<file path="src/rtl/pio_pkg.sv">
`default_nettype none
// ============================================================================
// Module   : pio_pkg
// Purpose  : Shared widths, direction encodings, timeout data pattern and the
//            arbiter FSM state type for the PIO arbiter block.
// Revision : 1.0 - initial release
// ============================================================================
package pio_pkg;

  localparam int PIO_ADDR_W = 16;
  localparam int PIO_DATA_W = 32;

  localparam logic PIO_RD = 1'b1;
  localparam logic PIO_WR = 1'b0;

  localparam logic [PIO_DATA_W-1:0] PIO_TIMEOUT_DATA = 32'hDEAD_BEEF;

  typedef enum logic [1:0] {
    IDLE    = 2'd0,
    ISSUE   = 2'd1,
    WAIT_RD = 2'd2,
    RESP    = 2'd3
  } pio_arb_state_e;

endpackage : pio_pkg
`default_nettype wire

</file>
<file path="src/rtl/pio_rr_arbiter.sv">
`default_nettype none
// ============================================================================
// Module   : pio_rr_arbiter
// Purpose  : Combinational round-robin pick. The search starts one position
//            after the last granted requester and wraps around.
// Revision : 1.0 - initial release
// ============================================================================
module pio_rr_arbiter #(
  parameter int NUM_REQ = 4,
  parameter int IDX_W   = $clog2(NUM_REQ)
) (
  input  logic [NUM_REQ-1:0] req_i,
  input  logic [IDX_W-1:0]   last_gnt_i,
  output logic [NUM_REQ-1:0] gnt_o,
  output logic [IDX_W-1:0]   idx_o
);

  logic [IDX_W-1:0] cand;
  logic             found;

  // Walk the requesters in priority order and keep the first active one.
  always_comb begin
    gnt_o = '0;
    idx_o = '0;
    cand  = '0;
    found = 1'b0;
    for (int off = 1; off <= NUM_REQ; off++) begin
      cand = IDX_W'((int'(last_gnt_i) + off) % NUM_REQ);
      if (!found && req_i[cand]) begin
        found       = 1'b1;
        gnt_o[cand] = 1'b1;
        idx_o       = cand;
      end
    end
  end

endmodule : pio_rr_arbiter
`default_nettype wire

</file>
<file path="src/rtl/pio_arbiter.sv">
`default_nettype none
// ============================================================================
// Module   : pio_arbiter
// Purpose  : Shares one PIO master port among NUM_REQ requesters with
//            round-robin arbitration and a single transaction in flight.
//            Writes are posted; reads finish on rd_vld or on a timeout.
// Revision : 1.0 - initial release
// ============================================================================
module pio_arbiter
  import pio_pkg::*;
#(
  parameter int NUM_REQ = 4,
  parameter int TIMEOUT = 255
) (
  input  logic                          clk,
  input  logic                          reset,
  input  logic [NUM_REQ-1:0]            req_vld,
  input  logic [NUM_REQ-1:0]            req_rw,
  input  logic [NUM_REQ*PIO_ADDR_W-1:0] req_addr,
  input  logic [NUM_REQ*PIO_DATA_W-1:0] req_data_w,
  output logic [NUM_REQ-1:0]            req_gnt,
  output logic [NUM_REQ-1:0]            rsp_vld,
  output logic [PIO_DATA_W-1:0]         rsp_data,
  output logic                          rsp_err,
  output logic                          busy,
  output logic                          cmd_vld,
  output logic [PIO_ADDR_W-1:0]         addr,
  output logic [PIO_DATA_W-1:0]         data_w,
  output logic                          rw,
  input  logic [PIO_DATA_W-1:0]         data_r,
  input  logic                          rd_vld
);

  localparam int IDX_W = $clog2(NUM_REQ);
  localparam int CNT_W = 16;
  localparam logic [CNT_W-1:0] CNT_LAST = CNT_W'(TIMEOUT - 1);

  pio_arb_state_e          state_q, state_d;
  logic [IDX_W-1:0]        last_gnt_q, last_gnt_d;
  logic [IDX_W-1:0]        owner_q, owner_d;
  logic [PIO_ADDR_W-1:0]   addr_q, addr_d;
  logic [PIO_DATA_W-1:0]   data_w_q, data_w_d;
  logic                    rw_q, rw_d;
  logic [PIO_DATA_W-1:0]   rsp_data_q, rsp_data_d;
  logic                    rsp_err_q, rsp_err_d;
  logic [CNT_W-1:0]        cnt_q, cnt_d;

  logic [NUM_REQ-1:0]      win_gnt;
  logic [IDX_W-1:0]        win_idx;
  logic [PIO_ADDR_W-1:0]   addr_arr [NUM_REQ];
  logic [PIO_DATA_W-1:0]   data_arr [NUM_REQ];

  // Split the flattened request buses into per-requester fields.
  generate
    for (genvar i = 0; i < NUM_REQ; i++) begin : g_unpack
      assign addr_arr[i] = req_addr[i*PIO_ADDR_W +: PIO_ADDR_W];
      assign data_arr[i] = req_data_w[i*PIO_DATA_W +: PIO_DATA_W];
    end
  endgenerate

  pio_rr_arbiter #(
    .NUM_REQ (NUM_REQ),
    .IDX_W   (IDX_W)
  ) u_rr (
    .req_i      (req_vld),
    .last_gnt_i (last_gnt_q),
    .gnt_o      (win_gnt),
    .idx_o      (win_idx)
  );

  // State and capture registers; last_gnt resets so requester 0 wins first.
  always_ff @(posedge clk) begin
    if (reset) begin
      state_q    <= IDLE;
      last_gnt_q <= IDX_W'(NUM_REQ - 1);
      owner_q    <= '0;
      addr_q     <= '0;
      data_w_q   <= '0;
      rw_q       <= 1'b0;
      rsp_data_q <= '0;
      rsp_err_q  <= 1'b0;
      cnt_q      <= '0;
    end else begin
      state_q    <= state_d;
      last_gnt_q <= last_gnt_d;
      owner_q    <= owner_d;
      addr_q     <= addr_d;
      data_w_q   <= data_w_d;
      rw_q       <= rw_d;
      rsp_data_q <= rsp_data_d;
      rsp_err_q  <= rsp_err_d;
      cnt_q      <= cnt_d;
    end
  end

  // Next-state logic and strobes; rd_vld only matters in WAIT_RD.
  always_comb begin
    state_d    = state_q;
    last_gnt_d = last_gnt_q;
    owner_d    = owner_q;
    addr_d     = addr_q;
    data_w_d   = data_w_q;
    rw_d       = rw_q;
    rsp_data_d = rsp_data_q;
    rsp_err_d  = rsp_err_q;
    cnt_d      = cnt_q;
    req_gnt    = '0;
    rsp_vld    = '0;
    cmd_vld    = 1'b0;

    case (state_q)
      IDLE: begin
        if (|req_vld) begin
          req_gnt    = win_gnt;
          last_gnt_d = win_idx;
          owner_d    = win_idx;
          addr_d     = addr_arr[win_idx];
          data_w_d   = data_arr[win_idx];
          rw_d       = req_rw[win_idx];
          state_d    = ISSUE;
        end
      end
      ISSUE: begin
        cmd_vld = 1'b1;
        if (rw_q == PIO_RD) begin
          cnt_d   = '0;
          state_d = WAIT_RD;
        end else begin
          rsp_data_d = '0;
          rsp_err_d  = 1'b0;
          state_d    = RESP;
        end
      end
      WAIT_RD: begin
        if (rd_vld) begin
          rsp_data_d = data_r;
          rsp_err_d  = 1'b0;
          state_d    = RESP;
        end else if (cnt_q == CNT_LAST) begin
          rsp_data_d = PIO_TIMEOUT_DATA;
          rsp_err_d  = 1'b1;
          state_d    = RESP;
        end else begin
          cnt_d = cnt_q + 1'b1;
        end
      end
      RESP: begin
        rsp_vld[owner_q] = 1'b1;
        state_d          = IDLE;
      end
      default: state_d = IDLE;
    endcase
  end

  assign busy     = (state_q != IDLE);
  assign addr     = addr_q;
  assign data_w   = data_w_q;
  assign rw       = rw_q;
  assign rsp_data = rsp_data_q;
  assign rsp_err  = rsp_err_q;

endmodule : pio_arbiter
`default_nettype wire

</file>
<file path="config.mk">
export PLATFORM = sky130hd
export DESIGN_NAME = pio_arbiter
export DESIGN_NICKNAME = d
export VERILOG_FILES = /design/src/rtl/pio_pkg.sv /design/src/rtl/pio_rr_arbiter.sv /design/src/rtl/pio_arbiter.sv
export SDC_FILE = /design/constraint.sdc
export NUM_CORES = 1
export LEC_CHECK = 0
export ABC_AREA = 1
export BUFFER_PORTS_ARGS = -buffer_cell sky130_fd_sc_hd__buf_2
export CAP_MARGIN = 20
export CORE_MARGIN = 2
export CORE_UTILIZATION = 48
export CTS_CLUSTER_DIAMETER = 50
export CTS_CLUSTER_SIZE = 30
export DETAILED_ROUTE_END_ITERATION = 8
export GPL_TIMING_DRIVEN = 0
export PLACE_DENSITY = 0.81
export SLEW_MARGIN = 20
export SYNTH_ARGS = -nofsm -noshare
export SYNTH_HDL_FRONTEND = slang
export SYNTH_SLANG_ARGS = --single-unit
</file>
<file path="constraint.sdc">
create_clock -name clk -period 2.9 [get_ports clk]
set_input_delay 0.58 -clock clk [delete_from_list [all_inputs] [get_ports clk]]
set_output_delay 0.58 -clock clk [all_outputs]
set_load 0.01 [all_outputs]
</file>
==> out/qor.yml <==
cp_max_fo: 9
outcome: "completed"
layout_setup_ws_ns: 0.182
synth_edf_count: 0
skew_ns: 0.0115
period_share_pct: 93.7
postCtsHoldBufs: 0
grt_pass1_wl_mm: 38.6
endpoint_kind: "output pin"
critPathRequiredTime_ns: 2.32
ys_warn_count: 0
grt_max_degree: 22
worstHoldStart: "rsp_data[8]$_SDFFE_PP0P_"
grt_antenna_before_repair: 2
syn-num-nets: 1520
instances_no_fill: 1806
clock_path_buffers: 2
insertion_delay_ns: 0.36
detail-route-antenna-nets: 0
wl_per_cell_um: 13.7
crit_arrival_ns: 2.14
reg2reg_to: "addr[11]$_SDFFE_PP0P_"
cap_violations: 0
final_cell_area_mm2: 0.00952
min_path_type: "register to register"
ys_types: 33
irDropWorstVdd_mv: 0.721
finalMaxSlewViolations: 0
cts_tree: "built"
tightestPinTransition_ns: 0.638
crit_type: "register to output pin"
synth_seq_area_share_pct: 28.5
cts-root-buf: "clkbuf_16"
routabilityCongestion: 0.920
final_layout_size_suffix_gt1_share_pct: 24.6
layout.nets: 1860
hpwl_mm: 19.5
most-common-layout-cells: "buf_2, inv_1, nand3_1"
final_util_pct: 63.3
power_density_mw_per_mm2: 1220
drt-vias-per-instance: 5.03
syn_area_per_cell_um2: 5.74
dieArea_mm2: 0.0162
grt.total_usage_pct: 29.5
core_area_mm2: 0.0150
setup_tns_ns: 0
start_util_pct: 48.5
clkTransAtPathRegs_ns: 0.08
startpoint_type: "register"
async_flop_share_pct: 0
drtPass1Iterations: 6
finalCriticalPeriod_ns: 2.72
cts_buffers: 9
htree_levels: 3
hold_viol: 0
num_vias: 9077
setup_viol: 0
final_common_cell: "buf_2"
num_rows: 45
fp.dieW_um: 127
ff2ff_setup_slack_ns: 0.23
max-slew-margin-rel_pct: 57.5
synthCells: 1271
synth_seq_cells: 104
startpoint: "last_gnt_q[1]$_SDFFE_PP1P_"
dp_slack_ns: 0.0286
whs_ns: 0.463
ioPinCount: 327
drt_iter0_markers: 535
wl_mm: 24.8
die_y_um: 127
cts_sinks: 104
p_total_mw: 11.6
syn2layout_area_growth_pct: 30.4
grt-ovfl-total: 0
dp.cells: 1785
syn-cell-area_mm2: 0.00730
ys.flop_type: "dfxtp_1"
grt_pass1_vias: 8246
reg2reg_from: "last_gnt_q[1]$_SDFFE_PP1P_"
port_buffers: 326
r2r_cells: 15
endpoint: "req_gnt[0]"
dpl_cell_area_mm2: 0.00917
max_freq_mhz: 368
drc: 0
p_leak_nw: 5.84
## Yosys cell counts, types with 8 or more instances
master    instances  area share, %
buf_2            25            1.7
a21oi_1          51            3.5
nor2_1          165            8.5
o21ai_0          11           0.75
buf_1            10           0.51
xor2_1            8           0.96
nand2_1         235             12
inv_1           285             15
nand3_1         277             19
clkbuf_1         29            1.5
nor3_1           12           0.82
ha_1             14            2.4
dfxtp_1         104             29
## metal layers
layer	track usage, %	wire length [µm]	up-vias
met2	52.8	12100	417
met3	7.71	2110	60
met4	11.6	838	0
met5	0	0	-
li1	-	-	4557
met1	33.6	9710	4043
## critical path, cell delays in order, from the launching register on
cell and delay (ns):
dfxtp_4 0.39, inv_2 0.11, ha_4 0.30, inv_1 0.06, nand3_2 0.10, nand2_4 0.10
inv_1 0.06, nand2_1 0.07, nor2_4 0.17, nand3_1 0.08, nand3_1 0.09, nand2_1 0.05
inv_1 0.06, buf_2 0.13
## flip-flops by register name, summed over array words and instances (netlist names)
name	count
rsp_err	1
addr	16
rw	1
state_q	2
owner_q	2
cnt_q	16
rsp_data	32
last_gnt_q	2
data_w	32
## worst min-delay path by stage
stage | end | cells past startpoint
6_report | rsp_data[8]$_SDFFE_PP0P_ | 2
3_5_place_dp | rsp_data[8]$_SDFFE_PP0P_ | 2
5_1_grt | rsp_data[16]$_SDFFE_PP0P_ | 3
2_1_floorplan | cnt_q[2]$_SDFFE_PP0P_ | 2
4_1_cts | rsp_data[26]$_SDFFE_PP0P_ | 3
3_3_place_gp | rsp_err$_SDFFE_PP0P_ | 2
## kinds of logic (layout without fill, tap and decap cells)
logic type               count (synthesis)  after routing  synth area share, %
AO/OA/AOI/OAI                           70             70                 5.02
XOR/XNOR                                11             11                 1.32
adder cells (fa/ha/maj)                 14             14                 2.40
buffers and inverters                  360            705                 19.5
flip-flops                             104            104                 28.5
other                                    0              2                    0
AND/OR/NAND/NOR                        712            712                 43.2
## layout make-up
class | count | area [µm²]
diodes | 2 | 5.00
fillers | 1493 | 5520
inverters | 289 | 1090
clock buffers | 9 | 225
flip-flops and latches | 104 | 2090
clock inverters | 7 | 82.6
plain buffers | 70 | 324
repair buffers | 330 | 1660
multi-input cells | 807 | 3810
well taps | 188 | 235
## power breakdown
group / switching, mW / internal, mW
sequential: 0.307 / 1.95
combinational: 5.32 / 2.79
clock: 0.623 / 0.619
## repair_timing
item,CTS,global route
cloned,0,0
hold endpoints to repair,0,0
pin swaps,0,2
setup endpoints to repair,7,32
gates resized for setup,3,4
buffers inserted,0,4
Power figures use the tool's default switching activity.
